## src/rtl/macpu_rst_sequencer.sv

```systemverilog
// macpu_rst_sequencer
//   Controlled reset bring-up for the MACPU system top. The MMCM lock is
//   synchronised, all consumers are held in reset for HOLD_CYCLES after lock,
//   then CHANNELS active-low resets are released in order 0..CHANNELS-1, one
//   every STAGGER_CYCLES. Lock loss or a soft-reset request re-sequences.
//
// Optional feature (compile-time macro): MACPU_RSTSEQ_WDT_EN
//   Builds a lock-wait watchdog that sets o_lock_timeout after WDT_CYCLES
//   consecutive cycles in WAIT_LOCK. When undefined, o_lock_timeout is 0.
//
// Ports
//   clk             sequencer clock (CPU core clock domain)
//   rst             asynchronous active-high reset
//   i_locked        MMCM locked, asynchronous to clk
//   i_soft_rst_req  single-cycle request to re-sequence (honoured in RUN only)
//   o_n_rst         per-channel active-low resets, channel 0 released first
//   o_ready         all channels released
//   o_lock_lost_cnt saturating count of lock-loss events
//   o_lock_timeout  sticky lock-wait timeout flag
module macpu_rst_sequencer #(
  parameter int CHANNELS       = 4,
  parameter int HOLD_CYCLES    = 16,
  parameter int STAGGER_CYCLES = 8,
  parameter int SYNC_STAGES    = 2,
  parameter int WDT_CYCLES     = 65535
) (
  input  logic                clk,
  input  logic                rst,
  input  logic                i_locked,
  input  logic                i_soft_rst_req,
  output logic [CHANNELS-1:0] o_n_rst,
  output logic                o_ready,
  output logic [7:0]          o_lock_lost_cnt,
  output logic                o_lock_timeout
);

  localparam int CNT_MAX = (HOLD_CYCLES > STAGGER_CYCLES) ? HOLD_CYCLES : STAGGER_CYCLES;
  localparam int CNT_W   = (CNT_MAX > 1) ? $clog2(CNT_MAX) : 1;
  localparam int CH_W    = (CHANNELS > 1) ? $clog2(CHANNELS) : 1;

  localparam logic [CNT_W-1:0] HOLD_LAST    = CNT_W'(HOLD_CYCLES - 1);
  localparam logic [CNT_W-1:0] STAGGER_LAST = CNT_W'(STAGGER_CYCLES - 1);
  localparam logic [CH_W-1:0]  CH_LAST      = CH_W'(CHANNELS - 1);

  typedef enum logic [1:0] {
    WAIT_LOCK,
    HOLD,
    RELEASE,
    RUN
  } state_t;

  state_t                state, state_nxt;
  logic [SYNC_STAGES-1:0] sync_q;
  logic                  locked_s;
  logic [CNT_W-1:0]      cnt, cnt_nxt;
  logic [CH_W-1:0]       ch, ch_nxt;
  logic [CHANNELS-1:0]   n_rst_nxt;
  logic                  ready_nxt;
  logic [7:0]            lost_nxt;

  function automatic logic [7:0] sat_inc8(input logic [7:0] v);
    return (v == 8'hFF) ? v : v + 8'd1;
  endfunction

  assign locked_s = sync_q[SYNC_STAGES-1];

  always_comb begin
    state_nxt = state;
    cnt_nxt   = cnt;
    ch_nxt    = ch;
    n_rst_nxt = o_n_rst;
    ready_nxt = o_ready;
    lost_nxt  = o_lock_lost_cnt;

    // Lock loss outside WAIT_LOCK wins over everything, including a soft
    // request in the same cycle, and counts as one event.
    if (state != WAIT_LOCK && !locked_s) begin
      state_nxt = WAIT_LOCK;
      cnt_nxt   = '0;
      n_rst_nxt = '0;
      ready_nxt = 1'b0;
      lost_nxt  = sat_inc8(o_lock_lost_cnt);
    end else begin
      case (state)
        WAIT_LOCK: begin
          n_rst_nxt = '0;
          ready_nxt = 1'b0;
          if (locked_s) begin
            state_nxt = HOLD;
            cnt_nxt   = '0;
          end
        end
        HOLD: begin
          if (cnt == HOLD_LAST) begin
            // Channel 0 goes out together with the move to RELEASE.
            state_nxt = RELEASE;
            ch_nxt    = '0;
            cnt_nxt   = '0;
            n_rst_nxt = CHANNELS'(1);
          end else begin
            cnt_nxt = cnt + 1'b1;
          end
        end
        RELEASE: begin
          // ch is the most recently released channel; releases are strictly
          // in order so the next pattern is a left shift with a 1 filled in.
          if (ch == CH_LAST) begin
            state_nxt = RUN;
            ready_nxt = 1'b1;
          end else if (cnt == STAGGER_LAST) begin
            ch_nxt    = ch + 1'b1;
            cnt_nxt   = '0;
            n_rst_nxt = (o_n_rst << 1) | CHANNELS'(1);
          end else begin
            cnt_nxt = cnt + 1'b1;
          end
        end
        RUN: begin
          if (i_soft_rst_req) begin
            state_nxt = HOLD;
            cnt_nxt   = '0;
            n_rst_nxt = '0;
            ready_nxt = 1'b0;
          end
        end
        default: begin
          state_nxt = WAIT_LOCK;
          n_rst_nxt = '0;
          ready_nxt = 1'b0;
        end
      endcase
    end
  end

  always_ff @(posedge clk or posedge rst) begin
    if (rst) begin
      state           <= WAIT_LOCK;
      sync_q          <= '0;
      cnt             <= '0;
      ch              <= '0;
      o_n_rst         <= '0;
      o_ready         <= 1'b0;
      o_lock_lost_cnt <= 8'd0;
    end else begin
      state           <= state_nxt;
      sync_q          <= {sync_q[SYNC_STAGES-2:0], i_locked};
      cnt             <= cnt_nxt;
      ch              <= ch_nxt;
      o_n_rst         <= n_rst_nxt;
      o_ready         <= ready_nxt;
      o_lock_lost_cnt <= lost_nxt;
    end
  end

`ifdef MACPU_RSTSEQ_WDT_EN
  localparam int WDT_W = (WDT_CYCLES > 1) ? $clog2(WDT_CYCLES) : 1;

  logic [WDT_W-1:0] wdt_cnt;
  logic             timeout_q;

  // Counts consecutive WAIT_LOCK cycles; holds at its last value once the
  // flag is set so the flag stays sticky until lock arrives.
  always_ff @(posedge clk or posedge rst) begin
    if (rst) begin
      wdt_cnt   <= '0;
      timeout_q <= 1'b0;
    end else if (state == WAIT_LOCK) begin
      if (locked_s) begin
        wdt_cnt   <= '0;
        timeout_q <= 1'b0;
      end else if (wdt_cnt == WDT_W'(WDT_CYCLES - 1)) begin
        timeout_q <= 1'b1;
      end else begin
        wdt_cnt <= wdt_cnt + 1'b1;
      end
    end else begin
      wdt_cnt <= '0;
    end
  end

  assign o_lock_timeout = timeout_q;
`else
  assign o_lock_timeout = 1'b0;
`endif

endmodule

```

## config.mk

```make
export PLATFORM = sky130hd
export DESIGN_NAME = macpu_rst_sequencer
export DESIGN_NICKNAME = d
export VERILOG_FILES = /design/src/rtl/macpu_rst_sequencer.sv
export SDC_FILE = /design/constraint.sdc
export NUM_CORES = 1
export LEC_CHECK = 0
export CAP_MARGIN = 0
export CELL_PAD_IN_SITES_DETAIL_PLACEMENT = 1
export CELL_PAD_IN_SITES_GLOBAL_PLACEMENT = 2
export CORE_MARGIN = 8
export CORE_UTILIZATION = 34
export DETAILED_ROUTE_END_ITERATION = 8
export GPL_TIMING_DRIVEN = 0
export PLACE_DENSITY = 0.77
export SLEW_MARGIN = 5
export SYNTH_ARGS = -nofsm -noshare
export SYNTH_HDL_FRONTEND = slang
export SYNTH_SLANG_ARGS = --single-unit
```

## constraint.sdc

```tcl
create_clock -name clk -period 2.2 [get_ports clk]
set_clock_uncertainty 0.2 [all_clocks]
set_input_delay 0.22 -clock clk [delete_from_list [all_inputs] [get_ports clk]]
set_output_delay 0.22 -clock clk [all_outputs]
set_load 0.005 [all_outputs]
```

==> impl_metrics.csv <==
group,metric,value,unit
global_route,antenna_found_initial,0,
drt,wl_per_cell,15.29,um
drt,drt-vias-per-instance,5.399,
clocking,clkTransAtPathRegs,0.08,ns
global_route,grt_pass1_wl,5319,um
clocking,postCtsSetupRepairBufs,0,
final_layout,final_layout_size_suffix_gt1_share,10.00,%
critical_path,crit_path_max_fanout,10,
place,gp_congestion,0.7585,
power,power_density,1126,nW/um2
synth,synth-seq-area-share,43.94,%
drt,first_iter_violations,33,
run,maxCapViolCount,0,
timing,final-setup-viol-count,0,
worst_hold_path,holdPathStages,0,
synth,async_flop_share,100.0,%
synth,syn_inst,130,
critical_path,r2r_cells,6,
final_layout,final_cell_count_no_fill,198,
die,fp.dieH,78.07,um
synth,synth-edff-count,0,
final_layout,final_cell_mix,"23 x dfrtp_1, 16 x clkdlybuf4s50_1, 13 x nand2_1",
clocking,cts.sinks,23,
final_layout,mostFrequentLayoutCell,"dfrtp_1",
die,core-area,3689,um2
critical_path,crit_required,2.15,ns
drt,vias,1069,
synth,ys_ff_latch,23,
critical_path,cp-end-kind,"flip-flop",
power,power_leakage,0.6475,nW
drt,drc,0,
critical_path,critPathLaunchType,"flip-flop",
timing,timing.fmax,0.4850,GHz
place,port_buffers,16,
synth,synth_area_per_cell,10.08,um2
clocking,tritoncts,"done",
critical_path,critical_path.max_stage_delay,0.45,ns
global_route,grt_start_max_net_pins,24,
clocking,clockBufferDepth,2,
drt,ant_nets,0,
clocking,clock_latency,0.26,ns
critical_path,r2r-start,"state[0]",
worst_hold_path,holdPathEnd,"sync_q[1]",
die,die_w,78.07,um
timing,min_period,2.062,ns
final_layout,nNetsFinal,162,
timing,hold_viol,0,
die,ioPinCount,18,
global_route,gr-usage-all-layers,10.41,%
place,dp_cells,194,
final_layout,area_growth_syn_to_layout,22.35,%
timing,fin_crit_sh,93.72,%
critical_path,reg2reg_to,"o_lock_lost_cnt[4]",
clocking,cts_root_buf,"clkbuf_8",
die,rows,22,
clocking,cts_made_buffers,3,
timing,relSlewSlack,39.80,%
place,place_hpwl,2322,um
timing,tightest_slew,0.9020,ns
synth,synth_cell_types,39,
synth,ys.flop_type,"dfrtp_1",
synth,synth_nets,141,
critical_path,critical_path.cell_chain,"inv_1 > ha_1 > nor2_4 > clkbuf_4 > nand4_1 > mux2_1",
drt,firstDrtPassIters,4,
synth,synth_warnings,0,
timing,final-max-slew-violation-count,0,
clocking,htreeDepth,1,
worst_hold_path,hold_start,"sync_q[0]",
synth,netlist_area,1310,um2
critical_path,worst_ep_arrival_time,2.01,ns
final_layout,diodes,0,
critical_path,worstSetupPathType,"flip-flop to flip-flop",
worst_hold_path,hold_class,"flip-flop to flip-flop",
power,peakVddDrop,0.4712,mV
die,start_util,35.52,%
global_route,grt_pass1_vias,1127,
critical_path,reg2reg_slack,0.14,ns
die,die-area,6095,um2
status,run_status,"finished clean",
critical_path,slowest_stage,"dfrtp_1",
global_route,gr-total-overflow,0,
drt,wirelength,3028,um
power,power,1.805,mW
-- final cells by class --
cell class              instances  area, um2
multi-input cells              97      711.9
plain buffers                   4      27.53
flip-flops and latches         23      575.6
fillers                       423       2086
clock buffers                   4      45.04
inverters                       6      22.52
well taps                      48      60.06
repair buffers                 16      160.2
-- per-layer routing --
metal | up-vias | wire length (um) | GRT usage, %
li1 | 506 | - | -
met3 | 7 | 109 | 2.164
met2 | 18 | 1495 | 17.56
met5 | - | 0 | 0
met1 | 538 | 1368 | 13.14
met4 | 0 | 55 | 2.778
-- Yosys cell counts, types with 2 or more instances --
cell type | count | share of area [%]
a21oi_1 | 11 | 4.2
buf_2 | 3 | 1.1
dfrtp_1 | 23 | 44
ha_1 | 7 | 6.7
inv_1 | 6 | 1.7
mux2_1 | 3 | 2.6
mux2i_1 | 2 | 1.5
nand2_1 | 13 | 3.7
nand2b_1 | 10 | 4.8
nand3_1 | 6 | 2.3
nand4_1 | 4 | 1.9
nor2_1 | 6 | 1.7
nor2b_1 | 2 | 0.95
nor3_1 | 3 | 1.1
o211ai_1 | 2 | 1.1
o21ai_0 | 4 | 1.5
o21ai_1 | 3 | 1.1
-- critical path: cells and delay by family (launching register included) --
kind / cells / cell delay [ns]
buffers and inverters: 2 / 0.34
and+or+nand+nor: 2 / 0.30
muxes: 1 / 0.32
adders and majority gates: 1 / 0.33
DFF: 1 / 0.45
-- per-stage QoR --
| step | TNS, ns | hold slack [ns] | cell area (um2) | setup slack (ns) | util (%) |
|---|---|---|---|---|---|
| after floorplan | 0 | 0.02192 | 1310 | 0.3330 | - |
| after global placement | 0 | 0.1337 | 1530 | 0.02382 | 41.49 |
| after detailed placement | -0.01937 | 0.1357 | 1530 | -0.01937 | 41.49 |
| after CTS | 0 | 0.1699 | 1582 | 0.03524 | 42.88 |
| after global routing | -0.01110 | 0.1874 | 1603 | -0.008781 | 43.45 |
| final | 0 | 0.1666 | 1603 | 0.1383 | 43.45 |
-- how the worst max path moves through the flow --
stage,end,startpoint,slack (ns),depth (start not counted)
4_1_cts,o_lock_lost_cnt[1],state[0],0.04,6
3_3_place_gp,cnt[2],state[0],0.02,7
3_5_place_dp,cnt[2],state[0],-0.02,7
6_report,o_lock_lost_cnt[4],state[0],0.14,6
5_1_grt,o_lock_lost_cnt[4],state[0],-0.009,6
2_1_floorplan,cnt[2],state[0],0.33,7
-- cell families (layout without fill, tap and decap cells) --
family / Yosys count / after routing / share of synthesized area, %
buffers and inverters: 10 / 30 / 3.438
AO/OA/AOI/OAI: 30 / 30 / 16.81
AND/OR/NAND/NOR: 52 / 52 / 23.21
multiplexers: 6 / 6 / 4.966
XOR/XNOR: 1 / 1 / 0.6687
other: 1 / 1 / 0.2863
adder cells (fa/ha/maj): 7 / 7 / 6.685
flip-flops: 23 / 23 / 43.93
-- what timing repair did --
item,4_1_cts,5_1_grt
cloned,0,0
setup endpoints to repair,2,11
pin swaps,0,0
gates resized for setup,1,5
hold buffers,0,0
-- power breakdown --
part / internal [mW] / switching (mW)
Sequential: 0.530 / 0.126
Combinational: 0.425 / 0.456
Clock: 0.129 / 0.137
-- registers in the layout, indices dropped and copies added, names as in the netlist --
| name | cells |
|---|---|
| ch | 2 |
| cnt | 4 |
| o_lock_lost_cnt | 8 |
| o_n_rst | 4 |
| o_ready | 1 |
| state | 2 |
| sync_q | 2 |
Power figures use the tool's default switching activity.
==> RTL edit, RTL diff (config.mk and constraints unchanged) <==
Set the parameter `CHANNELS` to 8 (it was 4).
--- a/src/rtl/macpu_rst_sequencer.sv
+++ b/src/rtl/macpu_rst_sequencer.sv
@@ -18,7 +18,7 @@
 //   o_lock_lost_cnt saturating count of lock-loss events
 //   o_lock_timeout  sticky lock-wait timeout flag
 module macpu_rst_sequencer #(
-  parameter int CHANNELS       = 4,
+  parameter int CHANNELS       = 8,
   parameter int HOLD_CYCLES    = 16,
   parameter int STAGGER_CYCLES = 8,
   parameter int SYNC_STAGES    = 2,
Ports: changed (resized o_n_rst); port bits go from 18 to 22. The function was not compared with the original's and may differ.
==> RTL edit against the original RTL <==
Power increased by 21%. Via count up 19%. Routed wire length rose by 29%. Clock power rose by 54%. Worst setup slack got worse by 0.038 ns. Sequential cell count increased by 5. Final area is 21% higher. Area after synthesis increased by 17%. Sequential share of layout area is 0.29 points higher.
==> RTL edit: results (changes against the original RTL) <==
largest net degree at the start of global routing: 29 (+21%)
M3 GR Usage: 0.03516 (+0.01352)
outcome: completed
clk buf depth: 2 (unchanged)
pre-CTS setup slack: -0.05958 ns (-0.04021 ns)
starting density of the core: 0.3506 (-0.004581)
overall via count from detail_route: 1272 (+19%)
Num CTS Buffers: 3 (unchanged)
clk_lat worst skew: 0.28 ns (+0.02 ns)
Post-synth top cells: 28 x dfrtp_1, 24 x nand2_1, 10 x nand4_1
leakage: 0.7916 nW (+22%)
Synth area leaders: dfrtp_1 46%, ha_1 6.6%, nand2_1 5.9%
syn nets: 165 (+17%)
gr usage total: 0.1162 (+0.01208)
Fillers: 471 (+11%)
actual slew at the worst max-slew pin: 1.085 ns (+0.1830 ns)
largest registers: o_lock_lost_cnt (8), o_n_rst (8), cnt (4)
number of global-route vias before repair: 1414 (+25%)
Cell variety after synth: 43 (+10%)
CTS clk-pin slew, worst paths: 0.10 ns (+0.02 ns)
Final nets: 195 (+20%)
kind of cell adding the most delay to the critical path: compound AO/OA/AOI/OAI gates
first-pass GRT wire length: 6893 microns (+30%)
M1 GR Usage: 0.1291 (-0.002329)
Peak VDD IR: 408.7 uV (-13%)
post-detail-place hpwl: 2901 microns (+25%)
register area share after synthesis: 0.4590 (+0.01967)
initial antenna violation count: 0 (unchanged)
asr flop ratio synth: 1.000 (unchanged)
Critical Path Slowest Stage Cell: dfrtp_1
Worst R2R Path Depth: 7 (+1)
CP peak stage delay: 0.42 ns (-0.03 ns)
Placer Congestion: 0.7878 (+3.9%)
antenna cell count: 0 (unchanged)
DR WL/cell: 16.76 microns (+9.6%)
root buf cell: clkbuf_8
met2 GRT Util: 0.2058 (+0.03016)
Initial DRT Pass Iterations: 4 (unchanged)
port buffer count: 20 (+4)
Synth Flop Type: dfrtp_1
Hold Crit Class: reg -> reg
htree depth: 1 (unchanged)
iteration-0 DRC count of the detailed router: 30 (-9.1%)
Hold Path Cell Cnt: 0 (unchanged)
layout cells sized above 1: 0.1429 (+0.04286)
CP Max Fanout: 6 (-4)
number of synthesis warnings: 0 (unchanged)
Max-cap violations: 0 (unchanged)
-- RTL edit: metal layers --
layer | routed length [microns] | up-vias
met5 | 0 | -
met4 | 40 | 0
met3 | 210 | 5
met2 | 2057 | 21
met1 | 1613 | 637
li1 | - | 609
-- RTL edit: cell type report --
| cell class | count | area [sq um] | share of cell area |
|---|---|---|---|
| buffer | 6 | 36.28 | 0.01875 |
| clock buffer | 3 | 41.29 | 0.02133 |
| multi-input combinational | 113 | 804.5 | 0.4156 |
| tap | 52 | 65.06 | 0.03361 |
| sequential | 28 | 700.7 | 0.3620 |
| timing repair buffer | 25 | 235.2 | 0.1215 |
| inverter | 6 | 22.52 | 0.01164 |
| clock inverter | 1 | 30.03 | 0.01551 |
-- RTL edit: what timing repair did --
item,in CTS,in global routing
pin swaps,1,1
buffers inserted,2,2
cloned,0,1
setup endpoints to repair,9,15
gates resized for setup,3,5
-- RTL edit: worst paths after layout --
| kind | slack, ns | startpoint | to |
|---|---|---|---|
| min reg2reg | 0.16 | sync_q[0] | sync_q[1] |
| max | 0.10 | ch[0] | o_n_rst[6] |
| max in group asynchronous | 0.82 | rst | o_n_rst[5] |
| max reg2reg | 0.10 | ch[0] | o_n_rst[6] |
| min in group asynchronous | 0.33 | rst | o_n_rst[3] |
| min | 0.16 | sync_q[0] | sync_q[1] |
-- RTL edit: metrics by stage --
step / instance area, sq um / utilization / total power, mW / instances
floorplan: 1526 / - / 1.341 / 153
global placement: 1792 / 0.4115 / 1.620 / 225
detailed placement: 1792 / 0.4115 / 1.674 / 225
CTS: 1899 / 0.4362 / 2.148 / 231
global route: 1936 / 0.4445 / 2.339 / 234
finish: 1936 / 0.4445 / 2.175 / 234
-- RTL edit: cells by family after synthesis --
| group | count (synthesis) | synth area share |
|---|---|---|
| compound gates | 32 | 0.1598 |
| simple gates | 66 | 0.2369 |
| buf+inv | 12 | 0.03770 |
| flops | 28 | 0.4590 |
| other cells | 1 | 0.002457 |
| xor+xnor | 3 | 0.01722 |
| fa+ha+maj | 8 | 0.06558 |
| mux | 3 | 0.02131 |
-- RTL edit: where the power goes --
part           total, mW  internal [mW]  switching, mW
Sequential         0.745          0.620          0.125
Combinational       1.02          0.487          0.533
Clock              0.410          0.244          0.166
Total               2.18           1.35          0.824
